## src/rtl/seven_seg_pkg.sv

```systemverilog
// Shared seven-segment constants for the encoder and capture sides.
// Segment bit order is {g,f,e,d,c,b,a}, active-high.
package seven_seg_pkg;

  localparam int SEG_A = 0;
  localparam int SEG_B = 1;
  localparam int SEG_C = 2;
  localparam int SEG_D = 3;
  localparam int SEG_E = 4;
  localparam int SEG_F = 5;
  localparam int SEG_G = 6;

  localparam logic [6:0] SEG_BLANK = 7'b0000000;

  // Index is the hex value the pattern displays.
  localparam logic [6:0] SEG_HEX [16] = '{
    7'b0111111, 7'b0000110, 7'b1011011, 7'b1001111,
    7'b1100110, 7'b1101101, 7'b1111101, 7'b0000111,
    7'b1111111, 7'b1100111, 7'b1110111, 7'b1111100,
    7'b0111001, 7'b1011110, 7'b1111001, 7'b1110001
  };

endpackage

```

## src/rtl/seven_seg_pattern_decode.sv

```systemverilog
// Combinational segment-pattern to hex decode.
// Non-hex patterns report legal=0 with nibble 0.
module seven_seg_pattern_decode
  import seven_seg_pkg::*;
(
  input  logic [6:0] seg,
  output logic       legal,
  output logic       blank,
  output logic [3:0] nibble
);

  always_comb begin
    legal  = 1'b0;
    nibble = 4'h0;
    for (int i = 0; i < 16; i++) begin
      if (seg == SEG_HEX[i]) begin
        legal  = 1'b1;
        nibble = 4'(i);
      end
    end
  end

  assign blank = (seg == SEG_BLANK);

endmodule

```

## src/rtl/seven_seg_capture_decoder.sv

```systemverilog
// Captures a multiplexed seven-segment scan bus into a per-digit hex bank,
// committing each digit only after its pattern has been stable long enough.
module seven_seg_capture_decoder
  import seven_seg_pkg::*;
#(
  parameter int NUM_DIGITS    = 4,
  parameter int STABLE_CYCLES = 8
) (
  input  logic                    i_CLK,
  input  logic                    i_RST,
  input  logic [6:0]              i_SEVEN_SEG,
  input  logic [NUM_DIGITS-1:0]   i_DIGIT_SEL,
  output logic [4*NUM_DIGITS-1:0] o_BINARY,
  output logic [NUM_DIGITS-1:0]   o_DIGIT_VALID,
  output logic [NUM_DIGITS-1:0]   o_ILLEGAL,
  output logic                    o_UPDATE,
  output logic                    o_SEL_ERROR
);

  localparam int CW = $clog2(STABLE_CYCLES + 1);

  logic [NUM_DIGITS-1:0] s_sel;
  logic [6:0]            s_seg;
  logic [CW-1:0]         cnt;

  logic       same, multi_hot, one_hot, commit, change;
  logic       legal, blank;
  logic [3:0] nibble, cur_bin;
  logic       cur_vld;

  // Decode the sampled pattern; it equals the live input whenever commit fires.
  seven_seg_pattern_decode u_dec (
    .seg    (s_seg),
    .legal  (legal),
    .blank  (blank),
    .nibble (nibble)
  );

  assign same      = (i_DIGIT_SEL == s_sel) && (i_SEVEN_SEG == s_seg);
  assign multi_hot = ($countones(i_DIGIT_SEL) > 1);
  assign one_hot   = $onehot(i_DIGIT_SEL);
  assign commit    = same && one_hot && (cnt == CW'(STABLE_CYCLES - 1));

  always_comb begin
    cur_bin = 4'h0;
    cur_vld = 1'b0;
    for (int d = 0; d < NUM_DIGITS; d++) begin
      if (s_sel[d]) begin
        cur_bin = o_BINARY[4*d +: 4];
        cur_vld = o_DIGIT_VALID[d];
      end
    end
  end

  // Illegal-flag transitions alone are not reported as an update.
  assign change = commit && (legal ? (!cur_vld || cur_bin != nibble) : cur_vld);

  always_ff @(posedge i_CLK) begin
    if (i_RST) begin
      s_sel         <= '0;
      s_seg         <= '0;
      cnt           <= '0;
      o_BINARY      <= '0;
      o_DIGIT_VALID <= '0;
      o_ILLEGAL     <= '0;
      o_UPDATE      <= 1'b0;
      o_SEL_ERROR   <= 1'b0;
    end else begin
      s_sel       <= i_DIGIT_SEL;
      s_seg       <= i_SEVEN_SEG;
      o_UPDATE    <= change;
      // A held multi-hot select reports once, on its first sample.
      o_SEL_ERROR <= multi_hot && !same;

      if (multi_hot)
        cnt <= '0;
      else if (same) begin
        if (cnt != CW'(STABLE_CYCLES))
          cnt <= cnt + 1'b1;
      end else
        cnt <= CW'(1);

      if (commit) begin
        for (int d = 0; d < NUM_DIGITS; d++) begin
          if (s_sel[d]) begin
            if (legal) begin
              o_BINARY[4*d +: 4] <= nibble;
              o_DIGIT_VALID[d]   <= 1'b1;
              o_ILLEGAL[d]       <= 1'b0;
            end else begin
              o_DIGIT_VALID[d]   <= 1'b0;
              o_ILLEGAL[d]       <= !blank;
            end
          end
        end
      end
    end
  end

endmodule

```

## config.mk

```make
export PLATFORM = sky130hd
export DESIGN_NAME = seven_seg_capture_decoder
export DESIGN_NICKNAME = d
export VERILOG_FILES = /design/src/rtl/seven_seg_pkg.sv /design/src/rtl/seven_seg_pattern_decode.sv /design/src/rtl/seven_seg_capture_decoder.sv
export SDC_FILE = /design/constraint.sdc
export NUM_CORES = 1
export LEC_CHECK = 0
export ABC_CLOCK_PERIOD_IN_PS = 3900
export BUFFER_PORTS_ARGS = -buffer_cell sky130_fd_sc_hd__buf_2
export CORE_UTILIZATION = 48
export CTS_CLUSTER_SIZE = 12
export DETAILED_ROUTE_END_ITERATION = 8
export MAX_ROUTING_LAYER = met4
export PLACE_DENSITY = 0.76
export SYNTH_ARGS = -nofsm -noshare
export SYNTH_HDL_FRONTEND = slang
export SYNTH_SLANG_ARGS = --single-unit
```

## constraint.sdc

```tcl
create_clock -name i_CLK -period 3.9 [get_ports i_CLK]
set_input_delay 0.39 -clock i_CLK [delete_from_list [all_inputs] [get_ports i_CLK]]
set_output_delay 0.39 -clock i_CLK [all_outputs]
set_load 0.02 [all_outputs]
```

After elaboration in Yosys (flattened, before gate mapping)

Cells that the tools add are included.

Bits in registers: 41
Bits of input ports: 13
Output and inout port bits: 26
Word-level logic and storage cells: 114

Add/sub/neg operators: 7
Magnitude comparators: 1
Equal/unequal tests: 23
Multiplexer cells: 44
Bitwise operators: 1
Reduce and logical (&&, ||, !) cells: 20

Operators by type and width:

| operator              | number |
|---|---|
| $eq A7 B7 Y1 const B  | 12 |
| $mux W4               | 12 |
| $mux W1               | 26 |
| $eq A7 B3 Y1 const B  | 2 |
| $eq A7 B6 Y1 const B  | 2 |
| $mux W3               | 4 |
| $reduce_and A3 Y1     | 4 |
| $add A1 B1 Y2         | 4 |
| $reduce_and A2 Y1     | 4 |
| $eq A7 B7 Y1          | 1 |
| $logic_not A7 Y1      | 1 |
| $add A2 B2 Y3         | 2 |
| $logic_and A1 B1 Y1   | 5 |
| $add A4 B1 Y4 const B | 1 |
| $eq A4 B3 Y1 const B  | 1 |
| $eq A4 B4 Y1          | 1 |
| $mux W2               | 2 |
| $ne A4 B4 Y1          | 1 |
| $ne A4 B4 Y1 const B  | 1 |
| $eq A3 B1 Y1 const B  | 1 |
| $gt A3 B1 Y1 const B  | 1 |
| $logic_not A1 Y1      | 3 |
| $reduce_or A3 Y1      | 1 |
| $ne A2 B1 Y1 const B  | 1 |
| 3 further kinds       | 3 |

Longest topological paths before layout

Depth after elaboration: 20
Gate-level depth with buffers: 12
Depth with buffers taken out: 12

Cells and area by module

Synthesis repeated with hierarchy kept, for this count alone.

Cells, all modules: 292
Area total of the unflattened synthesis: 2,590.0 um^2

By module, submodules not included:

| module                    | instances | cells each | area an instance (um^2) | sequential area each (um^2) |
|---|---|---|---|---|
| seven_seg_capture_decoder | 1         | 228        | 2,170.8                 | 820.8 |
| seven_seg_pattern_decode  | 1         | 64         | 419.2                   | 0.0 |

Worst setup path before layout

Ideal clock, no wire load.

Path kind: input -> register
From: input port i_DIGIT_SEL[0]
To: register o_BINARY[13]
Library setup time: 0.128 ns
Arrival time: 2.696 ns
Data required time: 3.772 ns
Setup slack: 1.077 ns
Stages on the path: 12
Buffers on the path: 0
Cell sequence: inv_1 fa_1 inv_1 ha_1 inv_1 ha_1 nor2_1 nand4_1 nor4_4 o211ai_4 mux2i_1 nor2_1

Word-level cells in the longest chain between the ends: 6
Elaborated cells between the ends (all ways): 8
Those cells by class: add/sub (2); eq/ne (2); reduce/logical (4)

RTL lines:

| element                              | line                            | RTL |
|---|---|---|
| start, declared                      | seven_seg_capture_decoder.sv:12 | `input logic [NUM_DIGITS-1:0] i_DIGIT_SEL,` |
| $add A1 B1 Y2 (implied by the code)  | seven_seg_capture_decoder.sv:41 | `assign one_hot = $onehot(i_DIGIT_SEL);` |
| $add A2 B2 Y3 (implied by the code)  | seven_seg_capture_decoder.sv:41 |  |
| $eq A3 B1 Y1                         | seven_seg_capture_decoder.sv:41 |  |
| $logic_and A1 B1 Y1 * (2 in a row)   | seven_seg_capture_decoder.sv:42 | `assign commit = same && one_hot && (cnt == CW'(STABLE_CYCLES - 1));` |
| $reduce_and A3 Y1 (no source line) * | --                              |  |
| end signal, assigned by index        | seven_seg_capture_decoder.sv:87 | `o_BINARY[4*d +: 4] <= nibble;` |
| end, declared                        | seven_seg_capture_decoder.sv:13 | `output logic [4*NUM_DIGITS-1:0] o_BINARY,` |

Every way passes the cells marked *; elsewhere a longest branch is shown, timed or not.
A chain may end at the register's enable or synchronous reset.

Worst setup path after layout

From: input port i_DIGIT_SEL[0]
To: register o_BINARY[1]

The elaborated chain is that of the path after synthesis.

==> run_results.csv <==
group,metric,value,unit
critical_path,cpMostUsedCell,"inv_1",
place,dp_slack,0.9971,ns
detailed_routing,drtAntennaViolNets,0,
global_route,top_usage_layer,"met2",
global_route,grt-ovfl-total,0,
timing,fmax,0.3815,GHz
global_route,use_met2,0.3344,
cells_and_area,area_delta_synth_final,10.80,%
synth,synth_fp_nets,296,
pwr,pwr-share-comb,0.109,
clock_network,hold_buffers,0,
synth,ys.flop_type,"dfxtp_1",
detailed_routing,drt_iter0_markers,106,
timing,setup_viol,0,
detailed_routing,num_vias,2009,
synth,synth-xor-area-share,0.07253,
synth,synth_top_area_share,0.3473,
timing,worst_slack,1.279,ns
pwr,seq_power_share,0.565,
timing,report.final.hold_viol_count,0,
floorplanning,start_util,0.5004,
cells_and_area,antenna_cells,0,
min_path,hold_class,"in -> reg",
pwr,internal_power,596.3,uW
pwr,pwr-share-clk,0.326,
synth,synth_top_family_by_area,"simple AND/OR/NAND/NOR gates",
synth,synthAdderAreaFrac,0.03494,
synth,synth_compound_gate_area_share,0.1646,
synth,syn_area_per_cell,8.533,sq um
global_route,met1_usage,0.2836,
clock_network,post_cts_resized,0,
synth,ys_seq_area_frac,0.3473,
cells_and_area,nets,324,
critical_path,path_class,"in -> reg",
timing,finalCritPeriodShare,0.6721,
synth,synth_top_cell_by_area,"dfxtp_1",
clock_network,clk_pin_slew_worst_paths,0.07,ns
pwr,switchingPower,208.7,uW
pwr,p_leak,0.001080,uW
synth,synth_cells,277,
clock_network,clock_path_buffers,2,
timing,grt_setup_unrepaired,"no",
floorplanning,core_area,0.004723,sq mm
synth,yosys_warnings,0,
clock_network,cts_setup_buffers,0,
pwr,power_density,307.4,mW/mm^2
critical_path,cp_num_buf_inv,5,
run_status,status,"finished, violations left",
synth,synth-simple-area-share,0.2552,
critical_path,end_kind,"flop",
critical_path,cp.required,4.05,ns
clock_network,numCtsBuffers,5,
floorplanning,rows,25,
critical_path,critPathMaxFanout,19,
critical_path,critPathSlowestCell,"fa_1",
pwr,sw_frac_of_total,0.2593,
run,maxCapViolCount,0,
timing,clock_skew,0.003369,ns
global_route,met3_usage,0.04722,
detailed_routing,wire_per_inst,13.91,um
synth,synthTopCellsByArea,"dfxtp_1 35%, nand2_1 5.1%, a21oi_1 4.7%, mux2i_1 4.2%, xnor2_1 4.1%",
run_status,violations,"design-rule violations",
timing,slew_headroom,0.5348,
synth,synth.area.mux_share,0.05188,
timing,report.final.slew_viol_count,0,
detailed_routing,drc,2,
critical_path,cp_top_family,"adder cells",
detailed_routing,dr.pass1.iters,6,
floorplanning,io_pins,39,
timing,tns,0,ns
clock_network,clock_latency,0.29,ns
critical_path,arrival,2.77,ns
place,dp_hpwl,3648,um
clock_network,htree_num_levels,2,
timing,fin_crit,2.621,ns
global_route,grt_pass1_wl,8604,um
synth,synth_edf_count,0,
global_route,grt_max_degree,39,
cells_and_area,drive_gt1_frac,0.1928,
clock_network,cts_root_buf,"clkbuf_8",
floorplanning,die_h,72.17,um
detailed_routing,routed_wl,5189,um
place,gp_congestion,0.8396,
global_route,grt_pass1_vias,1854,
pwr,ir_worst_vdd,0.0003245,V
critical_path,cp_cell_sequence,"buf_2 -> inv_1 -> fa_1 -> inv_1 -> ha_1 -> inv_1 -> ha_1 -> nor2_1 -> nand4_1 -> nor4_4 -> buf_4 -> o211ai_4 -> mux2i_1 -> nor2_1",
clock_network,cts_tree,"done",
critical_path,cp_slowest_stage_delay,0.53,ns
synth,ys_types,51,
critical_path,startpoint_type,"input pin",
place,port_buffers,38,
global_route,antenna_found_initial,0,
synth,synthesis.area,0.002364,sq mm
floorplanning,die_area,0.005209,sq mm
clock_network,cts.sinks,41,
floorplanning,die_w,72.17,um
global_route,grt.total_usage,0.2178,
synth,ys_async_sr_fraction,0,
timing,worst_pin_slew,0.6977,ns
detailed_routing,vias_per_cell,5.386,
synth,synth-seq-cells,41,
Yosys cell counts (9+ instances only):
| cell | count |
|---|---|
| xnor2_1 | 11 |
| clkbuf_1 | 9 |
| dfxtp_1 | 41 |
| nand3_1 | 16 |
| nand2_1 | 32 |
| inv_1 | 16 |
| mux2i_1 | 10 |
| nor2b_1 | 10 |
| a21oi_1 | 22 |
| nor2_1 | 24 |
worst reg2reg max path, delay by kind of cell (launching register included):
kind	cells	cell delay, ns
and+or+nand+nor	4	1.05
DFF	1	0.66
AOI/OAI and AO/OA	2	0.38
buffers and inverters	1	0.22
cell type report:
cell class | instances | area [sq um]
clock buffer | 8 | 80.08
fill | 458 | 2105
inverter | 16 | 60.06
multi-input combinational | 201 | 1369
sequential | 41 | 820.8
tap | 67 | 83.83
timing repair buffer | 40 | 205.2
state kept, by name, summed over array words and instances (netlist names):
signal / flops
o_BINARY: 16
s_seg: 7
cnt: 4
o_DIGIT_VALID: 4
o_ILLEGAL: 4
s_sel: 4
o_SEL_ERROR: 1
o_UPDATE: 1
stage by stage:
step                cells  power [uW]  utilization  cell area [sq um]  hold slack, ns
floorplan             277       530.0            -               2364          0.4606
global placement      365       548.9       0.5375               2539          0.4388
detailed placement    365       551.5       0.5375               2539          0.4464
CTS                   373       810.8       0.5544               2619          0.3397
global route          373       840.6       0.5544               2619          0.3461
finish                373       805.1       0.5544               2619          0.3381
routing by layer:
metal	vias up	routed length, um
met3	4	214
met2	47	2431
met5	-	0
met1	940	2482
li1	1018	-
met4	0	61
power groups by stage:
stage               registers [uW]  clock network, uW  logic (uW)
CTS                            454                268        88.4
detailed placement             464                  0        87.6
global placement               463                  0        85.5
finish                         455                262        87.9
floorplan                      446                  0        84.4
global route                   457                284        99.2
cell usage in the layout, fill, tap and decap left out, drive strengths merged, types with 2 or more instances in the layout:
cell type,Yosys,final
nand4,6,6
xnor2,14,14
ha,5,5
dfxtp,41,41
a21oi,22,22
a211oi,2,2
a211o,4,4
mux2,2,2
xor2,3,3
buf,10,40
o21ai,5,5
nand2b,2,2
inv,16,16
clkbuf,9,8
mux2i,10,10
nor2,24,24
nor3b,3,3
or4,2,2
a22oi,3,3
nand2,32,32
nor2b,10,10
nor3,3,3
a31oi,3,3
nand3,17,17
o211ai,4,4
nand4b,2,2
nand3b,2,2
or3b,2,2
nor4,3,3
final timing paths:
kind,from,end,slack [ns],depth (start not counted)
min,i_SEVEN_SEG[4],s_seg[4]$_SDFF_PP0_,0.34,2
max reg2reg,s_seg[1]$_SDFF_PP0_,o_ILLEGAL[1]$_SDFFE_PP0P_,1.53,7
min reg2reg,o_ILLEGAL[3]$_SDFFE_PP0P_,o_ILLEGAL[3]$_SDFFE_PP0P_,0.45,2
max,i_DIGIT_SEL[0],o_BINARY[1]$_SDFFE_PP0P_,1.28,14
cell families after synthesis:
| logic type | after synthesis |
|---|---|
| and+or+nand+nor | 114 |
| buffers and inverters | 35 |
| AOI/OAI and AO/OA | 52 |
| DFF | 41 |
| adders and majority gates | 6 |
| muxes | 12 |
| xor gates and xnor gates | 17 |
No activity file was read; power rests on OpenSTA's default activity.
